===== config.mk =====
export PLATFORM = sky130hd
export DESIGN_NAME = cache_requester
export DESIGN_NICKNAME = d
export VERILOG_FILES = /design/src/rtl/cache_requester.sv
export SDC_FILE = /design/constraint.sdc
export NUM_CORES = 1
export LEC_CHECK = 0
export CORE_MARGIN = 2
export CORE_UTILIZATION = 30
export CTS_BUF_LIST = sky130_fd_sc_hd__clkbuf_16
export DETAILED_ROUTE_END_ITERATION = 10
export PLACE_DENSITY_LB_ADDON = 0.2
export SKIP_LAST_GASP = 1
export SLEW_MARGIN = 20
export SYNTH_ARGS = -nofsm -noshare
export SYNTH_HDL_FRONTEND = slang
export SYNTH_SLANG_ARGS = --single-unit

===== constraint.sdc =====
create_clock -name clock -period 2.5 [get_ports clock]
set_clock_uncertainty 0.2 [all_clocks]
set_input_delay 0.25 -clock clock [delete_from_list [all_inputs] [get_ports clock]]
set_output_delay 0.25 -clock clock [all_outputs]
set_load 0.05 [all_outputs]

===== src/rtl/cache_requester.sv =====
// cache_requester: single-outstanding load/store client for the CLOCK cache.
// Loads look up the cache, fetch misses from memory and fill the cache.
// Stores write the cache, then write through to memory.
// Ports: req_* core request (valid/ready), rsp_* core response (valid/ready),
//   cache_* cache lookup/fill port, mem_* backing memory (req/ack),
//   hit_count/miss_count saturating lookup statistics.
module cache_requester #(
  parameter int ADDR_WIDTH = 8,
  parameter int LINE_WIDTH = 32,
  parameter int MAX_WAIT   = 16,
  parameter int CNT_WIDTH  = 16
) (
  input  logic                  clock,
  input  logic                  reset_n,
  input  logic                  req_valid,
  output logic                  req_ready,
  input  logic                  req_we,
  input  logic [ADDR_WIDTH-1:0] req_addr,
  input  logic [LINE_WIDTH-1:0] req_wdata,
  output logic                  rsp_valid,
  input  logic                  rsp_ready,
  output logic [LINE_WIDTH-1:0] rsp_rdata,
  output logic                  rsp_hit,
  output logic                  rsp_err,
  output logic [ADDR_WIDTH-1:0] cache_addr,
  output logic [LINE_WIDTH-1:0] cache_wdata,
  output logic                  cache_read,
  output logic                  cache_write,
  input  logic                  cache_hit,
  input  logic [LINE_WIDTH-1:0] cache_rdata,
  output logic                  mem_req,
  output logic                  mem_we,
  output logic [ADDR_WIDTH-1:0] mem_addr,
  output logic [LINE_WIDTH-1:0] mem_wdata,
  input  logic                  mem_ack,
  input  logic [LINE_WIDTH-1:0] mem_rdata,
  output logic [CNT_WIDTH-1:0]  hit_count,
  output logic [CNT_WIDTH-1:0]  miss_count
);

  localparam int WW = $clog2(MAX_WAIT + 1);

  localparam logic [3:0] S_IDLE       = 4'd0;
  localparam logic [3:0] S_RD_ISSUE   = 4'd1;
  localparam logic [3:0] S_RD_CHECK   = 4'd2;
  localparam logic [3:0] S_MEM_RD     = 4'd3;
  localparam logic [3:0] S_FILL_ISSUE = 4'd4;
  localparam logic [3:0] S_FILL_WAIT  = 4'd5;
  localparam logic [3:0] S_WR_ISSUE   = 4'd6;
  localparam logic [3:0] S_WR_WAIT    = 4'd7;
  localparam logic [3:0] S_MEM_WR     = 4'd8;
  localparam logic [3:0] S_RESP       = 4'd9;

  logic [3:0]            state;
  logic                  we_q;
  logic [ADDR_WIDTH-1:0] addr_q;
  logic [LINE_WIDTH-1:0] wdata_q;
  logic [LINE_WIDTH-1:0] data_q;
  logic                  hit_q;
  logic                  err_q;
  logic [WW-1:0]         wait_q;

  logic [WW-1:0] wait_inc;
  logic          timeout;
  logic          lookup;
  logic          resp;

  assign wait_inc = wait_q + WW'(1);
  assign timeout  = (wait_inc == WW'(MAX_WAIT));
  assign resp     = (state == S_RESP);

  // A store's lookup result is the cache's answer in the first wait cycle.
  assign lookup = (state == S_RD_CHECK) ||
                  ((state == S_WR_WAIT) && (wait_q == '0));

  always_ff @(posedge clock or negedge reset_n) begin
    if (!reset_n) begin
      state   <= S_IDLE;
      we_q    <= 1'b0;
      addr_q  <= '0;
      wdata_q <= '0;
      data_q  <= '0;
      hit_q   <= 1'b0;
      err_q   <= 1'b0;
      wait_q  <= '0;
    end else begin
      case (state)
        S_IDLE: begin
          if (req_valid) begin
            we_q    <= req_we;
            addr_q  <= req_addr;
            wdata_q <= req_wdata;
            data_q  <= '0;
            hit_q   <= 1'b0;
            err_q   <= 1'b0;
            wait_q  <= '0;
            state   <= req_we ? S_WR_ISSUE : S_RD_ISSUE;
          end
        end
        S_RD_ISSUE: state <= S_RD_CHECK;
        S_RD_CHECK: begin
          if (cache_hit) begin
            data_q <= cache_rdata;
            hit_q  <= 1'b1;
            state  <= S_RESP;
          end else begin
            state  <= S_MEM_RD;
          end
        end
        S_MEM_RD: begin
          if (mem_ack) begin
            data_q <= mem_rdata;
            wait_q <= '0;
            state  <= S_FILL_ISSUE;
          end
        end
        // cache_hit in the issue cycle is stale and not looked at.
        S_FILL_ISSUE: begin
          wait_q <= '0;
          state  <= S_FILL_WAIT;
        end
        S_FILL_WAIT: begin
          wait_q <= wait_inc;
          if (cache_hit) begin
            state <= S_RESP;
          end else if (timeout) begin
            err_q <= 1'b1;
            state <= S_RESP;
          end
        end
        S_WR_ISSUE: begin
          wait_q <= '0;
          state  <= S_WR_WAIT;
        end
        S_WR_WAIT: begin
          wait_q <= wait_inc;
          if (wait_q == '0) hit_q <= cache_hit;
          if (cache_hit) begin
            state <= S_MEM_WR;
          end else if (timeout) begin
            err_q <= 1'b1;
            state <= S_MEM_WR;
          end
        end
        S_MEM_WR: begin
          if (mem_ack) state <= S_RESP;
        end
        S_RESP: begin
          if (rsp_ready) begin
            data_q <= '0;
            hit_q  <= 1'b0;
            err_q  <= 1'b0;
            state  <= S_IDLE;
          end
        end
        default: state <= S_IDLE;
      endcase
    end
  end

  always_ff @(posedge clock or negedge reset_n) begin
    if (!reset_n) begin
      hit_count  <= '0;
      miss_count <= '0;
    end else if (lookup) begin
      if (cache_hit) begin
        if (~&hit_count) hit_count <= hit_count + CNT_WIDTH'(1);
      end else begin
        if (~&miss_count) miss_count <= miss_count + CNT_WIDTH'(1);
      end
    end
  end

  always_comb begin
    req_ready   = (state == S_IDLE);
    rsp_valid   = resp;
    rsp_rdata   = (resp && !we_q) ? data_q : '0;
    rsp_hit     = resp & hit_q;
    rsp_err     = resp & err_q;
    cache_addr  = addr_q;
    mem_addr    = addr_q;
    cache_read  = (state == S_RD_ISSUE);
    cache_write = (state == S_FILL_ISSUE) || (state == S_FILL_WAIT) ||
                  (state == S_WR_ISSUE)   || (state == S_WR_WAIT);
    cache_wdata = '0;
    if (cache_write) cache_wdata = we_q ? wdata_q : data_q;
    mem_req     = (state == S_MEM_RD) || (state == S_MEM_WR);
    mem_we      = (state == S_MEM_WR);
    mem_wdata   = (state == S_MEM_WR) ? wdata_q : '0;
  end

endmodule


==> results.toml <==
[floorplanning]
placementRows = 53
start_util_pct = 30.2
die_area_sq_um = 22200
ios = 263
core-area_sq_um = 20800
die_h_um = 149
die_w_um = 149

[power]
p_per_area_nw_per_um2 = 1170
peakVddDrop_mv = 0.515
pwr-share-clk_pct = 18.2
switchingPower_w = 0.00578
internal_power_w = 0.00746
swShare_pct = 43.6
combinationalPowerShare_pct = 57.4
power_frac_seq_pct = 24.5
p_leak_nw = 4.70

[detailed_routing]
drtIter0Drc = 233
routedWlPerCell_um = 18.9
drt-total-wl_um = 22700
first_pass_iters = 4
via_per_inst = 4.83
ant_nets = 0
dr_total_vias = 5786
drc = 0

[finish]
nets = 1023
final_common_cell = "clkdlybuf4s50_1"
nFillCells = 1858
area_growth_syn_to_layout_pct = 80.0
drive_above_1_share_pct = 29.8
final_util_pct = 54.5
layout_common_cells = "clkdlybuf4s50_1, dfrtp_1, buf_12"

[clocking]
htreeDepth = 4
cts_tree = "yes"
clk_pin_slew_ns = 0.06
worst_skew_pair.late_latency_ns = 0.41
clockBufferDepth = 2
cts_num_sinks = 116
cts_buffers = 17
clockRootBuffer = "clkbuf_16"

[global_routing]
grt_remaining_overflow = 0
grt_max_degree = 65
groute.usage.overall_pct = 20.2
antenna_found_initial = 1
grt_pass1_vias = 5880
grt_pass1_wl_um = 34000

[timing]
setup_tns_ns = 0
finalSetupViolCount = 0
post-route-period-util_pct = 98.5
finalHoldViolCount = 0
maxSlewHeadroom_pct = 60.9
setup_ws_ns = 0.0379
grt_setup_unrepaired = "yes"
report.final.slew_viol_count = 0
fmax_mhz = 406
worst_pin_slew_ns = 0.586
min_period_ns = 2.46

[setup_path]
worst-setup-path-type = "reg -> out"
path_cells = "buf_4 -> nor4b_4 -> buf_4 -> buf_6 -> and2_1 -> buf_12"
worstPathArrival_ns = 2.01
cp_top_family = "buffers and inverters"
worst-path-max-fanout = 11
crit_buf_inv = 4
crit_top_cell = "buf_4"
crit_path_max_incr_delay_ns = 0.41
critPathSlowestCell = "dfrtp_2"
crit_required_ns = 2.05
cp-end-kind = "output pin"
critPathLaunchType = "flip-flop"

[job]
cap_viol_max_count = 0

[yosys]
synthesis.area_sq_um = 6300
syn_inst = 630
synth_edf_count = 0
async_flop_share_pct = 100
yosysWarnings = 0
ys_ff_latch = 116
yosysSeqAreaShare_pct = 46.1
synth_top_flop_cell = "dfrtp_1"
ys_types = 53
synth_fp_nets = 745
postSynthAreaPerCell_sq_um = 10.0

[place]
place_ws_ns = 0.137
port_buffers = 262
hpwl_um = 15300
gp_congestion = 0.892

[run_status]
outcome = "completed"

[min_path]
hp-class = "in -> async"
cell usage after synthesis, types with 2 or more instances:
cell type,n,area [sq um]
a211o_1,2,17.5
nor3_2,2,20.0
clkbuf_1,22,82.6
buf_4,9,67.6
nor3_1,7,35.0
xnor2_1,19,166
dfrtp_1,116,2900
or3_1,2,12.5
a22oi_1,32,240
nand3b_1,2,15.0
nor2_1,75,282
buf_2,11,55.1
nand2_1,22,82.6
a221oi_1,2,17.5
nand2b_1,4,25.0
mux2i_1,33,330
inv_1,9,33.8
buf_1,8,30.0
nand3_1,15,75.1
nor4bb_1,2,20.0
a21oi_1,40,200
a21boi_0,2,15.0
and3b_1,2,17.5
nor4_4,2,42.5
o22ai_1,2,12.5
or2_2,2,12.5
mux2_2,43,484
and3_1,6,37.5
ha_1,4,50.1
and2_1,72,450
o21ai_0,11,55.1
and4_1,4,35.0
nor4_1,7,43.8
nand4_1,11,68.8
xor2_1,9,78.8
nor2b_1,2,12.5
metal layers:
| metal | wire length, um | GRT usage (%) | vias up |
|---|---|---|---|
| li1 | - | - | 2770 |
| met1 | 9540 | 24.5 | 2791 |
| met2 | 11000 | 34.6 | 208 |
| met3 | 1840 | 6.64 | 17 |
| met4 | 235 | 5.29 | 0 |
| met5 | 0 | 0 | - |
flip-flops by register name (all words and copies together), names as in the netlist:
name,count
hit_count,16
miss_count,16
we_q,1
data_q,32
hit_q,1
state,4
cache_addr,8
wdata_q,32
err_q,1
wait_q,5
cell type report:
cell class	instances	area [sq um]	area share, %
inverters	10	37.5	0.331
well taps	275	344	3.03
flip-flops and latches	116	2910	25.6
clock buffers	17	425	3.75
repair buffers	309	4190	37.0
multi-input cells	454	3270	28.9
clock inverters	15	156	1.38
diodes	1	2.50	0.0221
power by group through the flow:
stage | Sequential (W) | Combinational [W] | Clock, W
6_report | 0.00324 | 0.00760 | 0.00241
2_1_floorplan | 0.00352 | 0.00406 | 0
3_5_place_dp | 0.00329 | 0.00730 | 0
4_1_cts | 0.00323 | 0.00758 | 0.00246
5_1_grt | 0.00336 | 0.00805 | 0.00254
3_3_place_gp | 0.00327 | 0.00722 | 0
stage by stage:
stage	hold WS [ns]	std cells	total power (W)	cell area, sq um
5_1_grt	0.236	1196	0.0140	11300
2_1_floorplan	-0.246	630	0.00758	6330
6_report	0.188	1197	0.0132	11300
4_1_cts	0.198	1192	0.0133	11200
3_5_place_dp	0.0817	1143	0.0106	10400
3_3_place_gp	0.0817	1143	0.0105	10400
kinds of logic (layout without fill, tap and decap cells):
kind of cell	count (synthesis)	count (layout)	share of synthesized area, %
buf+inv	60	351	4.33
simple gates	247	247	21.9
mux	76	76	12.9
other cells	0	1	0
xor+xnor	28	28	3.89
flops	116	116	46.1
compound gates	99	99	10.0
fa+ha+maj	4	4	0.795
path summary, 6_finish.rpt:
path / start / endpoint / slack [ns] / cells past startpoint
max: state[0] / mem_wdata[29] / 0.04 / 6
min: reset_n / data_q[6] / 0.19 / 2
max reg2reg: state[0] / hit_count[15] / 0.12 / 7
min reg2reg: miss_count[7] / miss_count[7] / 0.30 / 1
max in group asynchronous: reset_n / wait_q[1] / 1.25 / 3
min in group clock: req_wdata[30] / wdata_q[30] / 0.25 / 2
repair_timing:
action | in CTS | in global routing
pin swaps | 2 | 2
hold buffers | 1 | 0
setup buffers | 12 | 3
resized for setup | 16 | 24
endpoints found under the hold margin | 35 | 0
setup endpoints to repair | 66 | 67
gates cloned | 4 | 1
No activity file was read; power rests on OpenSTA's default activity.
